**config.mk**
```make
export PLATFORM = sky130hd
export DESIGN_NAME = bat_program_loader
export DESIGN_NICKNAME = d
export VERILOG_FILES = /design/src/rtl/bat_loader_pkg.sv /design/src/rtl/bat_loader_csum.sv /design/src/rtl/bat_program_loader.sv
export SDC_FILE = /design/constraint.sdc
export NUM_CORES = 1
export LEC_CHECK = 0
export ABC_AREA = 1
export BUFFER_PORTS_ARGS = -buffer_cell sky130_fd_sc_hd__buf_2
export CAP_MARGIN = 10
export CORE_MARGIN = 3
export CORE_UTILIZATION = 55
export CTS_CLUSTER_DIAMETER = 150
export DETAILED_ROUTE_END_ITERATION = 10
export HOLD_SLACK_MARGIN = 0.06
export PLACE_DENSITY = 0.8
export SETUP_SLACK_MARGIN = 0.5
export SYNTH_ARGS = -nofsm -noshare
export SYNTH_HDL_FRONTEND = slang
export SYNTH_HIERARCHICAL = 1
export SYNTH_SLANG_ARGS = --single-unit
```
**constraint.sdc**
```tcl
create_clock -name CLK -period 2.6 [get_ports CLK]
set_input_delay 0 -clock CLK [delete_from_list [all_inputs] [get_ports CLK]]
set_output_delay 0 -clock CLK [all_outputs]
set_load 0.05 [all_outputs]
```
**src/rtl/bat_loader_pkg.sv**
```systemverilog
// Shared types and constants for the BatAmateur program loader.
package bat_loader_pkg;

  typedef enum logic [2:0] {IDLE, ADDR, COUNT, DATA, CSUM, DONE, RUN, ERR} state_t;

  localparam logic [15:0] SYNC_DEFAULT = 16'hBA7A;
  localparam logic        RW_WRITE     = 1'b0;
  localparam logic        RW_READ      = 1'b1;

  // States in which the loader takes words from the stream.
  function automatic logic ready_in(state_t s);
    return !(s == DONE || s == ERR);
  endfunction

endpackage

```
**src/rtl/bat_loader_csum.sv**
```systemverilog
// Frame checksum accumulator: mod-2^W running sum with clear and add enable.
module bat_loader_csum #(
  parameter int W = 16
) (
  input  logic         clk,
  input  logic         reset,
  input  logic         clr,
  input  logic         add,
  input  logic [W-1:0] din,
  output logic [W-1:0] sum
);

  always_ff @(posedge clk) begin
    if (reset || clr) sum <= '0;
    else if (add)     sum <= sum + din;
  end

endmodule

```
**src/rtl/bat_program_loader.sv**
```systemverilog
// Streams a framed program image into RAM with the CPU halted, then releases HALT.
// Optional frame checksum: define LOADER_CHECKSUM_EN.
module bat_program_loader
  import bat_loader_pkg::*;
#(
  parameter int                    ADDRESS_WIDTH = 16,
  parameter int                    DATA_WIDTH    = 16,
  parameter logic [DATA_WIDTH-1:0] SYNC_WORD     = DATA_WIDTH'(SYNC_DEFAULT),
  parameter bit                    AUTO_RUN      = 1'b1
) (
  input  logic                     CLK,
  input  logic                     RESET,
  input  logic [DATA_WIDTH-1:0]    IN_DATA,
  input  logic                     IN_VALID,
  output logic                     IN_READY,
  input  logic                     RUN_REQ,
  output logic                     HALT,
  output logic                     RAM_EN,
  output logic                     RAM_RW,
  output logic [ADDRESS_WIDTH-1:0] ADDRESS_BUS,
  output logic [DATA_WIDTH-1:0]    DATA_BUS,
  output logic                     BUS_OE,
  output logic                     LOADED,
  output logic                     LOAD_ERR
);

  state_t                   state;
  logic [ADDRESS_WIDTH-1:0] addr_q;
  logic [DATA_WIDTH-1:0]    rem_q;
  logic                     accept, is_sync;

  assign accept  = IN_VALID && IN_READY;
  assign is_sync = (IN_DATA == SYNC_WORD);

`ifdef LOADER_CHECKSUM_EN
  localparam state_t LAST_NEXT = CSUM;
  logic [DATA_WIDTH-1:0] csum;
  logic                  err_q;

  bat_loader_csum #(.W(DATA_WIDTH)) u_csum (
    .clk   (CLK),
    .reset (RESET),
    .clr   (accept && is_sync && (state == IDLE || state == RUN)),
    .add   (accept && (state == ADDR || state == COUNT || state == DATA)),
    .din   (IN_DATA),
    .sum   (csum)
  );

  assign LOAD_ERR = err_q;
`else
  localparam state_t LAST_NEXT = DONE;
  assign LOAD_ERR = 1'b0;
`endif

  always_ff @(posedge CLK) begin
    if (RESET) begin
      state       <= IDLE;
      addr_q      <= '0;
      rem_q       <= '0;
      HALT        <= 1'b1;
      RAM_EN      <= 1'b0;
      RAM_RW      <= RW_READ;
      ADDRESS_BUS <= '0;
      DATA_BUS    <= '0;
      BUS_OE      <= 1'b1;
      IN_READY    <= 1'b0;
      LOADED      <= 1'b0;
`ifdef LOADER_CHECKSUM_EN
      err_q       <= 1'b0;
`endif
    end else begin
      IN_READY <= 1'b1;
      RAM_EN   <= 1'b0;
      RAM_RW   <= RW_READ;
      case (state)
        IDLE: if (accept && is_sync) state <= ADDR;
        ADDR: if (accept) begin
          addr_q <= ADDRESS_WIDTH'(IN_DATA);
          state  <= COUNT;
        end
        COUNT: if (accept) begin
          rem_q <= IN_DATA;
          if (IN_DATA == '0) begin
            state    <= LAST_NEXT;
            IN_READY <= ready_in(LAST_NEXT);
          end else begin
            state <= DATA;
          end
        end
        DATA: if (accept) begin
          RAM_EN      <= 1'b1;
          RAM_RW      <= RW_WRITE;
          ADDRESS_BUS <= addr_q;
          DATA_BUS    <= IN_DATA;
          addr_q      <= addr_q + ADDRESS_WIDTH'(1);
          rem_q       <= rem_q - DATA_WIDTH'(1);
          if (rem_q == DATA_WIDTH'(1)) begin
            state    <= LAST_NEXT;
            IN_READY <= ready_in(LAST_NEXT);
          end
        end
`ifdef LOADER_CHECKSUM_EN
        CSUM: if (accept) begin
          IN_READY <= 1'b0;
          if (IN_DATA == csum) state <= DONE;
          else begin
            state <= ERR;
            err_q <= 1'b1;
          end
        end
        ERR: IN_READY <= 1'b0;
`endif
        // First DONE cycle overlaps the final write pulse; LOADED rises after it.
        DONE: begin
          IN_READY <= 1'b0;
          LOADED   <= 1'b1;
          if (LOADED && (AUTO_RUN || RUN_REQ)) begin
            state    <= RUN;
            HALT     <= 1'b0;
            BUS_OE   <= 1'b0;
            IN_READY <= 1'b1;
          end
        end
        RUN: if (accept && is_sync) begin
          state  <= ADDR;
          HALT   <= 1'b1;
          BUS_OE <= 1'b1;
          LOADED <= 1'b0;
        end
        default: state <= IDLE;
      endcase
    end
  end

endmodule

```
==> reports/metrics.csv <==
metric,value,unit
outcome,completed,
Worst Setup End Kind,register,
setup TNS,0,ns
initial antenna violation count,0,
CP max-delay cell,dfxtp_1,
Hold WS,0.262,ns
post-synthesis average cell area,6.61,µm²
final period utilization,69.3,%
wire length on met1,4.34,mm
net count after synthesis,579,
peak supply drop,0.527,mV
antenna-violating nets left,0,
"Seq/Total Area, Yosys",39.2,%
Overall Power,0.00312,W
"FF+latch count, synth",72,
grt total ovfl,0,
top cell type's share of synthesized area,39.2,%
Clock Sinks,72,
Pwr Density,729,nW/µm²
cell taking the most area after synthesis,dfxtp_1,
max-cap viol count,0,
"Worst Setup Slack, final",0.799,ns
Max stage delay on crit path,0.50,ns
Gate Count Post-Synth,556,
port bufs,56,
Initial Util,57.3,%
Final Hold Vio Count,0,
worst path cell trace,"nand3_4, nor2_2, buf_4, o21ai_0, a21oi_1",
global-route wire length before repair,15.6,mm
layout cell share with drive strength beyond 1,13.4,%
Die Area,7700,µm²
Leak,2.11,nW
via count,3799,
Setup crit start kind,register,
Yosys warning count,6,
Placeable Area,6420,µm²
Worst Tran Pin Value,0.596,ns
WP data arrival,2.07,ns
FP Rows,29,
DR iter-0 viols,340,
critical path data required time,2.87,ns
synthesized area,3680,µm²
count of different cell masters after synthesis,31,
met2 wire len,4.61,mm
CTS tree,yes,
Final nets,641,
Worst-Skew Late Latency,0.34,ns
filler cell count,567,
RD Place Congestion,0.873,
vias in the first global route,3381,
crit path time final,1.80,ns
drt drc,0,
TritonCTS buffer count,9,
kind of critical path,reg2reg,
iteration count of the initial detailed-routing pass,5,
HPWL after DPL,6.65,mm
Die H,87.8,µm
max_slew headroom,60.3,%
Clock transition at path regs,0.07,ns
CP Max Fanout,45,
largest net degree at the start of global routing,67,
Antenna diodes,0,
Top Layer Used,met4,
CTS root buf,clkbuf_8,
fin area,4280,µm²
met3 wire length,546,µm
Die W,87.8,µm
mean number of vias per cell,5.45,
routed length per instance,13.8,µm
pre-CTS WS,0.602,ns
Area Overhead vs Synth,16.4,%
"Cell Area, Placed",3940,µm²
Setup Skew,0.00528,ns
count of pins over their slew limit,0,
HP Class,in2reg,
largest cells by area after synthesis,"dfxtp_1, nand2_1, nor2_1",
Post-Route WL,9.60,mm
clk buf depth,2,
total track usage,25.6,%
io pins,59,
# H-tree levels,3,
Final setup violation count,0,
RSZ-0062 raised after global routing,false,
Peak Freq,555,MHz
## metrics by stage
step / utilization (%) / cells
final: 66.6 / 697
after global routing: 66.6 / 697
after CTS: 66.5 / 697
after detailed placement: 61.3 / 667
after global placement: 61.3 / 667
after floorplan: - / 556
## worst paths after layout
kind              slack [ns]       start              end  depth (start not counted)
hold reg to reg         0.49  addr_q[15]  ADDRESS_BUS[15]                          2
setup / recovery        0.80    state[0]   ADDRESS_BUS[5]                          5
setup reg to reg        0.80    state[0]   ADDRESS_BUS[5]                          5
hold / removal          0.26    IN_VALID      DATA_BUS[8]                          5
## metal layers
metal	up-vias	track usage (%)
li1	1914	-
met1	1760	33.6
met2	115	41.9
met3	10	6.77
met4	0	6.69
met5	-	0
## sequential cells by signal (all words and copies together), names as in the netlist
name and cells:
state 3, addr_q 16, IN_READY 1, DATA_BUS 16, ADDRESS_BUS 16, LOADED 1
rem_q 16, BUS_OE 1, RAM_EN 1, RAM_RW 1
## critical path: cells and delay by family, from the launching register on
family / cells / cell delay (ns)
DFF: 1 / 0.50
AOI/OAI and AO/OA: 2 / 0.30
and+or+nand+nor: 2 / 0.51
buffers and inverters: 1 / 0.39
## kinds of logic after synthesis
logic type      share of synthesized area, %
buf+inv                                 10.6
compound gates                          18.8
other cells                            0.102
fa+ha+maj                               1.02
xor+xnor                                2.86
flops                                   39.2
simple gates                            27.5
## area by class of cell
type	count	area, µm²	area share [%]
tap	77	96.3	2.25
inverter	69	262	6.11
timing repair buffer	75	465	10.9
multi-input combinational	391	1850	43.3
clock inverter	1	5.00	0.117
clock buffer	12	155	3.63
sequential	72	1440	33.7
## repair_timing
| item | in CTS | in global routing |
|---|---|---|
| endpoints found under the setup margin | 0 | 13 |
| resized for setup | 0 | 3 |
| hold buffers | 17 | 0 |
| buffers inserted | 0 | 0 |
| hold endpoints to repair | 35 | 0 |
## placed cells by master (no fill, tap or decap), drive strengths merged
cell	instances
a211oi	1
a21oi	38
a221oi	1
a31oi	12
buf	58
clkbuf	12
clkinv	1
conb	1
dfxtp	72
dlygate4sd3	17
ha	3
inv	69
nand2	102
nand3	37
nand4	5
nor2	99
nor3	1
nor4	1
o211ai	3
o21a	1
o21ai	72
o21bai	2
xnor2	3
xor2	9
## cells in the mapped netlist (all sizes together)
library cell and number:
nand4 5, o211ai 3, xor2 9, o21ai 72
xnor2 3, dfxtp 72, nor3 1, nor4 1
nor2 99, ha 3, a31oi 12, a21oi 38
a211oi 1, o21bai 2, inv 69, o21a 1
a221oi 1, clkbuf 8, nand2 102, buf 16
nand3 37, conb 1
## power by group
group / switching, W / internal, W
clock network: 0.000389 / 0.000382
registers: 0.000104 / 0.00120
logic: 0.000704 / 0.000340
total: 0.00120 / 0.00192
Power figures use the tool's default switching activity.
